--- config.mk ---
export PLATFORM = sky130hd
export DESIGN_NAME = sdram_frame_scheduler_flat
export DESIGN_NICKNAME = d
export VERILOG_FILES = /design/src/rtl/sdram_frame_scheduler_pkg.sv /design/src/rtl/sdram_frame_scheduler_if.sv /design/src/rtl/sdram_frame_scheduler_frame_index_mgr.sv /design/src/rtl/sdram_frame_scheduler.sv /design/src/flat_wrapper.sv
export SDC_FILE = /design/constraint.sdc
export NUM_CORES = 1
export LEC_CHECK = 0
export CAP_MARGIN = 10
export CORE_MARGIN = 10
export CORE_UTILIZATION = 30
export CTS_CLUSTER_SIZE = 12
export DETAILED_ROUTE_END_ITERATION = 16
export PLACE_DENSITY_LB_ADDON = 0.05
export SLEW_MARGIN = 25
export SYNTH_ARGS = -nofsm -noshare
export SYNTH_HDL_FRONTEND = slang
export SYNTH_HIERARCHICAL = 1
export SYNTH_SLANG_ARGS = --single-unit
--- constraint.sdc ---
create_clock -name clk -period 7.6 [get_ports clk]
set_clock_uncertainty 0.2 [all_clocks]
set_input_delay 0.76 -clock clk [delete_from_list [all_inputs] [get_ports clk]]
set_output_delay 0.76 -clock clk [all_outputs]
set_load 0.02 [all_outputs]
--- src/rtl/sdram_frame_scheduler_pkg.sv ---
// Shared types and helpers for the SDRAM frame scheduler.
// Frame buffers are addressed as idx*pages_per_frame + page.
package sdram_sched_pkg;

  typedef enum logic [1:0] {
    ARB,
    ISSUE,
    WAIT_LO,
    WAIT_HI
  } state_e;

  typedef logic [1:0] fidx_t;
  typedef logic [9:0] page_t;

  localparam int NUM_FRAMES = 3;

  function automatic logic [14:0] page_addr(
    input fidx_t idx,
    input page_t pg,
    input int    ppf
  );
    return 15'(idx) * 15'(ppf) + 15'(pg);
  endfunction

endpackage

--- src/rtl/sdram_frame_scheduler_if.sv ---
// Command handshake between the scheduler and the
// full-page SDRAM controller.
interface sdram_cmd_if;
  logic        ready;
  logic        rw_en;
  logic        rw;
  logic [14:0] f_addr;

  modport master (
    input  ready,
    output rw_en,
    output rw,
    output f_addr
  );

  modport slave (
    output ready,
    input  rw_en,
    input  rw,
    input  f_addr
  );
endinterface

--- src/rtl/sdram_frame_scheduler_frame_index_mgr.sv ---
// Triple-buffer bookkeeping: writer, reader and the
// newest completed frame never alias.
module frame_index_mgr
  import sdram_sched_pkg::*;
(
  input  logic  clk,
  input  logic  rst,
  input  logic  wr_frame_end,
  input  logic  rd_frame_start,
  output fidx_t wr_idx,
  output fidx_t rd_idx,
  output fidx_t latest,
  output logic  fresh,
  output logic  first_done,
  output logic  rd_frame_swap
);

  fidx_t wr_q, wr_d;
  fidx_t rd_q, rd_d;
  fidx_t lat_q, lat_d;
  logic  fresh_q, fresh_d;
  logic  fd_q, fd_d;

  always_comb begin
    wr_d    = wr_q;
    rd_d    = rd_q;
    lat_d   = lat_q;
    fresh_d = fresh_q;
    fd_d    = fd_q;
    if (wr_frame_end) begin
      lat_d   = wr_q;
      fresh_d = 1'b1;
      fd_d    = 1'b1;
      // the one buffer neither side is using
      wr_d    = fidx_t'(NUM_FRAMES) - rd_q - wr_q;
    end
    if (rd_frame_start && fresh_q) begin
      rd_d    = lat_q;
      fresh_d = 1'b0;
    end
  end

  always_ff @(posedge clk) begin
    if (rst) begin
      wr_q    <= 2'd0;
      rd_q    <= 2'd2;
      lat_q   <= 2'd1;
      fresh_q <= 1'b0;
      fd_q    <= 1'b0;
    end else begin
      wr_q    <= wr_d;
      rd_q    <= rd_d;
      lat_q   <= lat_d;
      fresh_q <= fresh_d;
      fd_q    <= fd_d;
    end
  end

  assign wr_idx        = wr_q;
  assign rd_idx        = rd_q;
  assign latest        = lat_q;
  assign fresh         = fresh_q;
  assign first_done    = fd_q;
  assign rd_frame_swap = rd_frame_start && fresh_q;

endmodule

--- src/rtl/sdram_frame_scheduler.sv ---
// Arbitrates camera drain vs VGA refill into one page
// command per grant on the SDRAM controller handshake.
module sdram_frame_scheduler
  import sdram_sched_pkg::*;
#(
  parameter int PAGES_PER_FRAME = 600,
  parameter int WR_THRESH       = 512,
  parameter int RD_THRESH       = 250,
  parameter int MAX_WR_RUN      = 4
) (
  input  logic        clk,
  input  logic        rst,
  input  logic        en,
  input  logic        cam_vsync,
  input  logic [9:0]  wr_fifo_count,
  input  logic [9:0]  rd_fifo_count,
  sdram_cmd_if.master ctrl,
  output logic        wr_frame_done,
  output logic        rd_frame_swap,
  output fidx_t       wr_idx,
  output fidx_t       rd_idx,
  output logic        busy
);

  localparam page_t LAST = page_t'(PAGES_PER_FRAME - 1);

  state_e      state_q, state_d;
  page_t       wr_page_q, wr_page_d;
  page_t       rd_page_q, rd_page_d;
  logic [2:0]  run_q, run_d;
  logic        rw_q, rw_d;
  logic [14:0] addr_q, addr_d;
  logic        end_q, end_d;
  logic        start_q, start_d;
  logic        vs_q, vs_d;

  fidx_t latest;
  logic  fresh, first_done;
  logic  wr_req, rd_req, grant, pick_rd;
  page_t wr_pg;

  assign wr_req  = wr_fifo_count > 10'(WR_THRESH);
  assign rd_req  = (rd_fifo_count < 10'(RD_THRESH)) && first_done;
  assign grant   = (state_q == ARB) && en && ctrl.ready
                 && (wr_req || rd_req);
  assign pick_rd = rd_req
                 && (!wr_req || run_q == 3'(MAX_WR_RUN));
  // a restart seen now or while busy takes effect in ARB
  assign wr_pg   = (cam_vsync || vs_q) ? '0 : wr_page_q;

  always_comb begin
    state_d   = state_q;
    wr_page_d = wr_page_q;
    rd_page_d = rd_page_q;
    run_d     = run_q;
    rw_d      = rw_q;
    addr_d    = addr_q;
    end_d     = end_q;
    start_d   = start_q;
    vs_d      = vs_q | cam_vsync;
    unique case (state_q)
      ARB: begin
        vs_d      = 1'b0;
        wr_page_d = wr_pg;
        if (grant) begin
          state_d = ISSUE;
          rw_d    = pick_rd;
          if (pick_rd) begin
            addr_d  = page_addr(
              (rd_page_q == '0 && fresh) ? latest : rd_idx,
              rd_page_q, PAGES_PER_FRAME);
            end_d   = 1'b0;
            start_d = rd_page_q == '0;
            run_d   = '0;
          end else begin
            addr_d  = page_addr(wr_idx, wr_pg, PAGES_PER_FRAME);
            end_d   = wr_pg == LAST;
            start_d = 1'b0;
            if (rd_req) run_d = run_q + 3'd1;
          end
        end
      end
      ISSUE: begin
        state_d = WAIT_LO;
        if (rw_q)
          rd_page_d = (rd_page_q == LAST) ? '0 : rd_page_q + 10'd1;
        else
          wr_page_d = end_q ? '0 : wr_page_q + 10'd1;
      end
      WAIT_LO: if (!ctrl.ready) state_d = WAIT_HI;
      WAIT_HI: if (ctrl.ready) state_d = ARB;
      default: state_d = ARB;
    endcase
    if (!rd_req) run_d = '0;
  end

  always_ff @(posedge clk) begin
    if (rst) begin
      state_q   <= ARB;
      wr_page_q <= '0;
      rd_page_q <= '0;
      run_q     <= '0;
      rw_q      <= 1'b0;
      addr_q    <= '0;
      end_q     <= 1'b0;
      start_q   <= 1'b0;
      vs_q      <= 1'b0;
    end else begin
      state_q   <= state_d;
      wr_page_q <= wr_page_d;
      rd_page_q <= rd_page_d;
      run_q     <= run_d;
      rw_q      <= rw_d;
      addr_q    <= addr_d;
      end_q     <= end_d;
      start_q   <= start_d;
      vs_q      <= vs_d;
    end
  end

  frame_index_mgr u_idx (
    .clk            (clk),
    .rst            (rst),
    .wr_frame_end   (wr_frame_done),
    .rd_frame_start (state_q == ISSUE && rw_q && start_q),
    .wr_idx         (wr_idx),
    .rd_idx         (rd_idx),
    .latest         (latest),
    .fresh          (fresh),
    .first_done     (first_done),
    .rd_frame_swap  (rd_frame_swap)
  );

  assign ctrl.rw_en    = state_q == ISSUE;
  assign ctrl.rw       = rw_q;
  assign ctrl.f_addr   = addr_q;
  assign wr_frame_done = state_q == ISSUE && !rw_q && end_q;
  assign busy          = state_q != ARB;

endmodule
--- src/flat_wrapper.sv ---
// flat-port wrapper written by rule: the top's interface ports become plain ports
module sdram_frame_scheduler_flat import sdram_sched_pkg::*;
#(
  parameter int PAGES_PER_FRAME = 600,
  parameter int WR_THRESH       = 512,
  parameter int RD_THRESH       = 250,
  parameter int MAX_WR_RUN      = 4
)
  (clk, rst, en, cam_vsync, wr_fifo_count, rd_fifo_count, wr_frame_done, rd_frame_swap, wr_idx, rd_idx, busy, ctrl_ready, ctrl_rw_en, ctrl_rw, ctrl_f_addr);
  sdram_cmd_if ctrl_i ();
  input  logic clk;
  input  logic rst;
  input  logic en;
  input  logic cam_vsync;
  input  logic [9:0] wr_fifo_count;
  input  logic [9:0] rd_fifo_count;
  output logic wr_frame_done;
  output logic rd_frame_swap;
  output fidx_t wr_idx;
  output fidx_t rd_idx;
  output logic busy;
  input wire logic [$bits(ctrl_i.ready)-1:0] ctrl_ready;
  output wire logic [$bits(ctrl_i.rw_en)-1:0] ctrl_rw_en;
  output wire logic [$bits(ctrl_i.rw)-1:0] ctrl_rw;
  output wire logic [$bits(ctrl_i.f_addr)-1:0] ctrl_f_addr;
  assign ctrl_i.ready = ctrl_ready;
  assign ctrl_rw_en = ctrl_i.rw_en;
  assign ctrl_rw = ctrl_i.rw;
  assign ctrl_f_addr = ctrl_i.f_addr;
  sdram_frame_scheduler #(.PAGES_PER_FRAME(PAGES_PER_FRAME), .WR_THRESH(WR_THRESH), .RD_THRESH(RD_THRESH), .MAX_WR_RUN(MAX_WR_RUN)) u_core (.clk(clk), .rst(rst), .en(en), .cam_vsync(cam_vsync), .wr_fifo_count(wr_fifo_count), .rd_fifo_count(rd_fifo_count), .ctrl(ctrl_i), .wr_frame_done(wr_frame_done), .rd_frame_swap(rd_frame_swap), .wr_idx(wr_idx), .rd_idx(rd_idx), .busy(busy));
endmodule
* After elaboration in Yosys (flattened, before gate mapping)
Cells that the tools add are included.
** Storage, ports and cells
- Memory bits (read-only) :: 0
- Bits in latches :: 0
- Flip-flop bits (word level) :: 52
- Bits in writable memories :: 0
- Input bits :: 25
- Word-level logic and storage cells :: 78
- Output and inout bits :: 24
- Memories :: 0
** Cells by class
- Shifts and indexed selects :: 0
- $add $sub $neg :: 7
- Div/mod/pow operators :: 0
- Muxes and demuxes :: 14
- Bitwise gates (word level) :: 2
- Reduce and logical (&&, ||, !) cells :: 27
- Magnitude comparators :: 2
- $mul :: 2
- Equal/unequal tests :: 10
** Operator list (count)
- $mux W10 :: 4
- $add A12 B10 Y13 :: 2
- $add A10 B1 Y10 const B :: 2
- $eq A10 B10 Y1 const B :: 2
- $pmux W10 S2 :: 1
- $mul A2 B7 Y9 const B :: 2
- $mux W15 :: 1
- $logic_and A1 B1 Y1 :: 11
- $gt A10 B10 Y1 const B :: 1
- $logic_not A10 Y1 :: 1
- $lt A10 B8 Y1 const B :: 1
- $mux W2 :: 4
- $pmux W2 S4 :: 1
- $ne A2 B2 Y1 const B :: 3
- $reduce_and A2 Y1 :: 3
- $reduce_or A2 Y1 :: 3
- $eq A2 B2 Y1 const B :: 2
- $reduce_bool A2 Y1 :: 2
- $add A3 B1 Y3 const B :: 1
- $eq A3 B3 Y1 const B :: 1
- $logic_or A1 B1 Y1 :: 3
- $mux W3 :: 1
- $reduce_and A3 Y1 :: 1
- $eq A2 B1 Y1 const B :: 1
- 8 further kinds :: 10

* Depth between registers and ports, before layout
Gate-level depths: netlist (run 1).
- Depth after elaboration :: 6
- Mapped depth :: 13
- Mapped depth without buffers :: 13

* Hierarchy
The synthesis (run 1) kept the hierarchy.
** Modules (own cells, without submodules)
- sdram_frame_scheduler :: sequential area each 820.8 µm², instances 1, cells each 348, area each 2849.0 µm²
- frame_index_mgr :: sequential area each 160.2 µm², instances 1, cells each 33, area each 324.1 µm²

* Worst setup path before layout (run 1)
No wires, ideal clock.
- Path type :: register to register
- Start :: register u_core.rd_page_q[3]
- End :: register u_core.addr_q[11] (netlist: u_core/ctrl.f_addr[11])
- Arrival :: 2.874 ns
- Cell stages (with the launch flop) :: 12
- Clock period less this slack :: 3.178 ns
- Setup slack :: 4.422 ns
- Data required time :: 7.297 ns
- Setup time :: 0.103 ns
- Path buffers :: 0
- Cell sequence :: dfxtp_1 -> nor4_1 -> nand4_1 -> mux2_2 -> ha_1 -> fa_1 -> nand2b_1 -> a21oi_1 -> nor3_1 -> o21bai_1 -> a21oi_1 -> a2111oi_2
** On the way
- Cells in the longest elaborated chain, start to end :: 6
** Ends and longest elaborated chain
- start: declaration :: line sdram_frame_scheduler.sv:29 : page_t rd_page_q, rd_page_d;
- start signal: assignment :: line sdram_frame_scheduler.sv:111 : rd_page_q <= rd_page_d;
- $logic_not A10 Y1 :: line sdram_frame_scheduler.sv:70 : (rd_page_q == '0 && fresh) ? latest : rd_idx,
- $logic_and A1 B1 Y1 :: line sdram_frame_scheduler.sv:70
- $mux W2 :: line sdram_frame_scheduler.sv:70
- $mul A2 B7 Y9 :: line sdram_frame_scheduler_pkg.sv:22 : return 15'(idx) * 15'(ppf) + 15'(pg);
- $add A12 B10 Y13 (*) :: line sdram_frame_scheduler_pkg.sv:22
- $mux W15 (*) :: line sdram_frame_scheduler.sv:68 : if (pick_rd) begin
- end signal: assignment :: line sdram_frame_scheduler.sv:114 : addr_q <= addr_d;
- end: declaration :: line sdram_frame_scheduler.sv:32 : logic [14:0] addr_q, addr_d;
Mark *: on every way between the ends. The rest lies on a longest branch, timed or not.
A chain may end at the register's enable or synchronous reset.

* Final worst setup path (run 1)
Ends and elaborated chain as after synthesis.

==> impl_metrics.json, run 1 <==
{
  "critPathMaxStageDelay_ns": 0.51,
  "worst_pin_slew_ns": 0.634,
  "crit_fanout": 6,
  "clk_pin_slew_ns": 0.10,
  "clk_latency_ns": 0.31,
  "ios": 49,
  "tns_ns": 0,
  "fin_area_um2": 3860,
  "vdd_drop_max_mv": 0.0636,
  "maxSlewHeadroom": 0.576,
  "clock_sinks": 49,
  "yosysUniqueCellTypes": 58,
  "placed_cell_area_um2": 3730,
  "synth_edf_count": 0,
  "ys.flop_type": "dfxtp_1",
  "finalCritPeriodShare": 0.483,
  "synthArstFlopShare": 0,
  "yosys_warnings": 6,
  "synth.yosys.seq_area_share": 0.309,
  "areaGrowthSynthToFinish_pct": 21.6,
  "antenna_found_initial": 0,
  "worstPathArrival_ns": 3.68,
  "cts-root-buf": "clkbuf_8",
  "fillerInstances": 1059,
  "p_leak_nw": 1.52,
  "dpl.hpwl_um": 6500,
  "hp-class": "reg -> reg",
  "yosysTopAreaCellShare": 0.309,
  "grt_pass1_wl_um": 14000,
  "avgViaCountPerCell": 5.00,
  "remaining_drc_errors": 0,
  "start_util": 0.307,
  "hold_viol_final": 0,
  "cts_tree": "done",
  "synth_area_leaders": "dfxtp_1 (31%), ha_1 (12%), nor2_1 (6.5%)",
  "layout.nets": 480,
  "synth_compound_area_frac": 0.222,
  "synth_top_family_by_area": "simple AND/OR/NAND/NOR gates",
  "maxSlewViolCount": 0,
  "grt_pass1_vias": 2720,
  "clock.fmax_ghz": 0.273,
  "wl_per_cell_um": 15.3,
  "design.die.area_um2": 15100,
  "rows": 37,
  "cts_hold_buf": 0,
  "netlist_top_cells_count": "nor2_1 (55), dfxtp_1 (49), ha_1 (30)",
  "cts.htree.levels": 2,
  "grt_max_degree": 43,
  "via_count": 2798,
  "die_w_um": 123,
  "worst-setup-path-type": "reg -> reg",
  "yosys.area_share.xor_xnor": 0.0414,
  "cts_setup_buffers": 0,
  "utilization": 0.374,
  "cp_data_required_time_ns": 7.61,
  "io_buffers": 44,
  "crit_chain": "nor4_1 -> nand4_1 -> mux2_2 -> ha_1 -> fa_1 -> nand2b_1 -> a21oi_1 -> nor3_1 -> o21bai_1 -> a21oi_1 -> a2111oi_2",
  "cts_buffers": 5,
  "antennaDiodeCount": 0,
  "setup_viol_count_final": 0,
  "syn_area_per_cell_um2": 8.33,
  "synth.largest_area_cell": "dfxtp_1",
  "synth_adder_area_share": 0.131,
  "drive_gt1_frac": 0.0495,
  "synth_simple_gate_area_frac": 0.226,
  "cts_resized": 0,
  "crit_top_cell": "a21oi_1",
  "overflow": 0,
  "drv_cap": 0,
  "path_buf_inv": 0,
  "cts_buffer_depth": 2,
  "p_total_mw": 0.640,
  "drt-pass1-iter-count": 4,
  "gr-usage-all-layers": 0.114,
  "status": "finished clean",
  "coreArea_um2": 10300,
  "netlist_area_um2": 3170,
  "yosysMostFrequentCell": "nor2_1",
  "ant_nets": 0,
  "synth-seq-cells": 49,
  "grt_setup_unrepaired": "no",
  "cp-end-kind": "flop",
  "die_h_um": 123,
  "gp_congestion": 0.870,
  "powerDensity_nw_per_um2": 166,
  "startpoint_type": "flop",
  "drt_iter0_drc": 107,
  "yosys-mux-area-fraction": 0.0225,
  "crit_slowest_cell": "nor4_1",
  "wirelength_um": 8560,
  "period_needed_ns": 3.67,
  "synthCells": 381,
  "crit_family": "simple AND/OR/NAND/NOR gates"
}
## layout make-up
| type | count | area, µm² | area share |
|---|---|---|---|
| Clock buffer | 6 | 82.6 | 0.0214 |
| Inverter | 22 | 82.6 | 0.0214 |
| Multi-Input combinational cell | 300 | 2060 | 0.533 |
| Clock inverter | 2 | 37.5 | 0.00973 |
| Sequential cell | 49 | 981 | 0.254 |
| Timing Repair Buffer | 45 | 448 | 0.116 |
| Tap cell | 136 | 170 | 0.0441 |
## final timing paths
kind	cells past startpoint	start	end	slack, ns
setup reg to reg	11	u_core/rd_page_q[3]	u_core/ctrl.f_addr[11]	3.93
hold reg to reg	2	u_core/end_q	u_core/end_q	0.27
hold / removal	2	u_core/end_q	u_core/end_q	0.27
setup / recovery	11	u_core/rd_page_q[3]	u_core/ctrl.f_addr[11]	3.93
## worst min-delay path, cell delays in order (launching register included)
cell	delay [ns]
dfxtp_1	0.33
nand2_1	0.05
a21oi_1	0.05
## metrics by stage
stage	hold slack, ns	setup WS, ns	instances
after floorplan	0.235	4.42	383
after global placement	0.248	3.83	552
after detailed placement	0.252	3.82	552
after CTS	0.269	3.92	560
after global routing	0.287	3.66	560
final	0.273	3.93	560
## cells by family after synthesis
group / after synthesis
compound gates: 100
other cells: 1
mux: 7
flops: 49
xor+xnor: 15
simple gates: 143
fa+ha+maj: 32
buf+inv: 34
## layer usage
metal  GRT usage  share of wire  up-vias
met5           0              0        -
met4      0.0287         0.0082        0
met3      0.0285          0.056        6
met2       0.177           0.42       47
met1       0.154           0.51     1304
li1            -              -     1441
## flip-flops by register name (all words and copies together), names as in the netlist, 2 cells and up
name	cells
u_core/ctrl.f_addr	12
u_core/rd_page_q	10
u_core/wr_page_q	10
u_core/run_q	3
u_core/state_q	2
u_core/u_idx/latest	2
u_core/u_idx/rd_idx	2
u_core/u_idx/wr_idx	2
## placed cells by master, fill, tap and decap left out, types with 10 or more instances in the layout
cell type | Yosys | final
a211oi_1 | 10 | 10
a21oi_1 | 28 | 28
clkdlybuf4s50_1 | 0 | 44
dfxtp_1 | 49 | 49
ha_1 | 30 | 30
inv_1 | 22 | 22
nand2_1 | 16 | 16
nor2_1 | 55 | 55
nor3_1 | 13 | 13
o21ai_0 | 18 | 18
xnor2_1 | 11 | 11
## report_power, final
| group | switching, mW | internal [mW] |
|---|---|---|
| clock | 0.0960 | 0.107 |
| combinational | 0.0914 | 0.0645 |
| sequential | 0.0112 | 0.270 |
No activity file was read; power rests on OpenSTA's default activity.
==> run 2: changes to the inputs <==
==> constraint.sdc (replaced) <==
create_clock -name clk -period 3.7 [get_ports clk]
set_clock_uncertainty 0.2 [all_clocks]
set_input_delay 0.37 -clock clk [delete_from_list [all_inputs] [get_ports clk]]
set_output_delay 0.37 -clock clk [all_outputs]
set_load 0.02 [all_outputs]
==> impl_metrics.json, run 2 (synthesis results as in run 1) <==
{
  "status": "finished clean",
  "crit_fanout": 6,
  "reg2reg_from": "u_core/rd_page_q[3]",
  "die_h_um": 123,
  "hold_depth": 2,
  "period_needed_ns": 3.36,
  "drv_cap": 0,
  "drive_gt1_frac": 0.0718,
  "design.die.area_um2": 15100,
  "worst-setup-path-type": "reg -> reg",
  "grt_setup_unrepaired": "no",
  "grt_pass1_wl_um": 14400,
  "tns_ns": 0,
  "gp_congestion": 0.826,
  "wirelength_um": 8690,
  "p_leak_nw": 1.56,
  "reg2reg_to": "u_core/ctrl.f_addr[11]",
  "cts-root-buf": "clkbuf_8",
  "grt_max_degree": 20,
  "hp-class": "reg -> reg",
  "ios": 49,
  "final_cell_mix": "nor2_1 (55), dfxtp_1 (49), clkdlybuf4s50_1 (44), ha_1 (30), a21oi_1 (27)",
  "maxSlewViolCount": 0,
  "cts.htree.levels": 2,
  "reg2reg_depth": 11,
  "worstPathArrival_ns": 3.36,
  "clock.fmax_ghz": 0.297,
  "wl_per_cell_um": 15.3,
  "start_util": 0.307,
  "avgViaCountPerCell": 4.95,
  "grt_pass1_vias": 2734,
  "finalCritPeriodShare": 0.909,
  "utilization": 0.380,
  "areaGrowthSynthToFinish_pct": 23.7,
  "die_w_um": 123,
  "gr-usage-all-layers": 0.117,
  "whs_ns": 0.270,
  "coreArea_um2": 10300,
  "min_to": "u_core/end_q",
  "vdd_drop_max_mv": 0.188,
  "maxSlewHeadroom": 0.579,
  "via_count": 2810,
  "holdCritStartpoint": "u_core/end_q",
  "setup_slack_ns": 0.336,
  "setup_viol_count_final": 0,
  "ff2ff_setup_slack_ns": 0.34,
  "rows": 37,
  "antennaDiodeCount": 0,
  "dpl.hpwl_um": 6710,
  "layout.nets": 488,
  "clock_sinks": 49,
  "dp_slack_ns": 0.245,
  "antenna_found_initial": 0,
  "cts_buffer_depth": 2,
  "layout_commonest_cell": "nor2_1",
  "clk_latency_ns": 0.30,
  "ant_nets": 0,
  "powerDensity_nw_per_um2": 333,
  "remaining_drc_errors": 0,
  "clk_pin_slew_ns": 0.09,
  "drt-pass1-iter-count": 4,
  "cp_data_required_time_ns": 3.70,
  "startpoint_type": "flop",
  "cts_tree": "done",
  "cp-end-kind": "flop",
  "cts_buffers": 5,
  "drt_iter0_drc": 172,
  "worst_pin_slew_ns": 0.630,
  "cts_setup_buffers": 0,
  "largest_reg_flops": 12,
  "overflow": 0,
  "io_buffers": 44,
  "hold_viol_final": 0
}
-- run 2: changes by cell type in the layout (fill, tap and decap cells not counted), sizes merged --
cell      before  now
buf            1    9
clkbuf         6    7
clkinvlp       1    0
-- run 2: power by group --
group | internal [mW] | switching [mW] | leakage [nW]
logic | 0.137 | 0.189 | 1.11
registers | 0.555 | 0.0225 | 0.396
clock network | 0.221 | 0.184 | 0.0585
-- run 2: per-layer routing --
layer  share of wire  routed length (µm)  track usage  up-vias
met1            0.53                4580        0.169     1297
met4          0.0079                  69       0.0243        0
met2            0.41                3600        0.176       51
li1                -                   -            -     1457
met3           0.051                 442       0.0239        5
met5               0                   0            0        -
-- run 2: worst max-delay path by stage --
stage,from,endpoint,slack (ns),depth (start not counted)
after floorplan,u_core/rd_page_q[3],u_core/ctrl.f_addr[11],0.52,11
after global placement,u_core/rd_page_q[3],u_core/ctrl.f_addr[11],0.31,11
after detailed placement,u_core/rd_page_q[3],u_core/ctrl.f_addr[11],0.25,11
after CTS,u_core/rd_page_q[3],u_core/ctrl.f_addr[11],0.20,11
after global routing,u_core/rd_page_q[3],u_core/ctrl.f_addr[11],0.05,11
final,u_core/rd_page_q[3],u_core/ctrl.f_addr[11],0.34,11
-- run 2: cell type report --
class	count	area, µm²
fillers	1092	6400
multi-input cells	300	2070
flip-flops and latches	49	981
repair buffers	53	508
well taps	136	170
clock buffers	7	86.3
inverters	22	82.6
clock inverters	1	30.0
-- run 2: through the flow --
step | cell area, µm² | power, mW | cells
final | 3920 | 1.31 | 568
after global routing | 3920 | 1.39 | 568
after CTS | 3910 | 1.33 | 568
after detailed placement | 3790 | 0.919 | 560
after global placement | 3790 | 0.916 | 560
after floorplan | 3180 | 0.792 | 383
-- run 2: critical path: stages (launching register included) --
cell,delay [ns]
dfxtp_1,0.39
nor4_2,0.33
nand4_1,0.22
mux2_2,0.39
ha_1,0.33
fa_1,0.42
nand2b_1,0.20
a21oi_2,0.18
nor3_1,0.08
o21bai_1,0.15
a21oi_1,0.11
a2111oi_2,0.28
-- run 2: repair_timing --
| action | in CTS | in global routing |
|---|---|---|
| hold buffers | 0 | 0 |
| setup endpoints to repair | 0 | 1 |
| gates resized for setup | 0 | 3 |
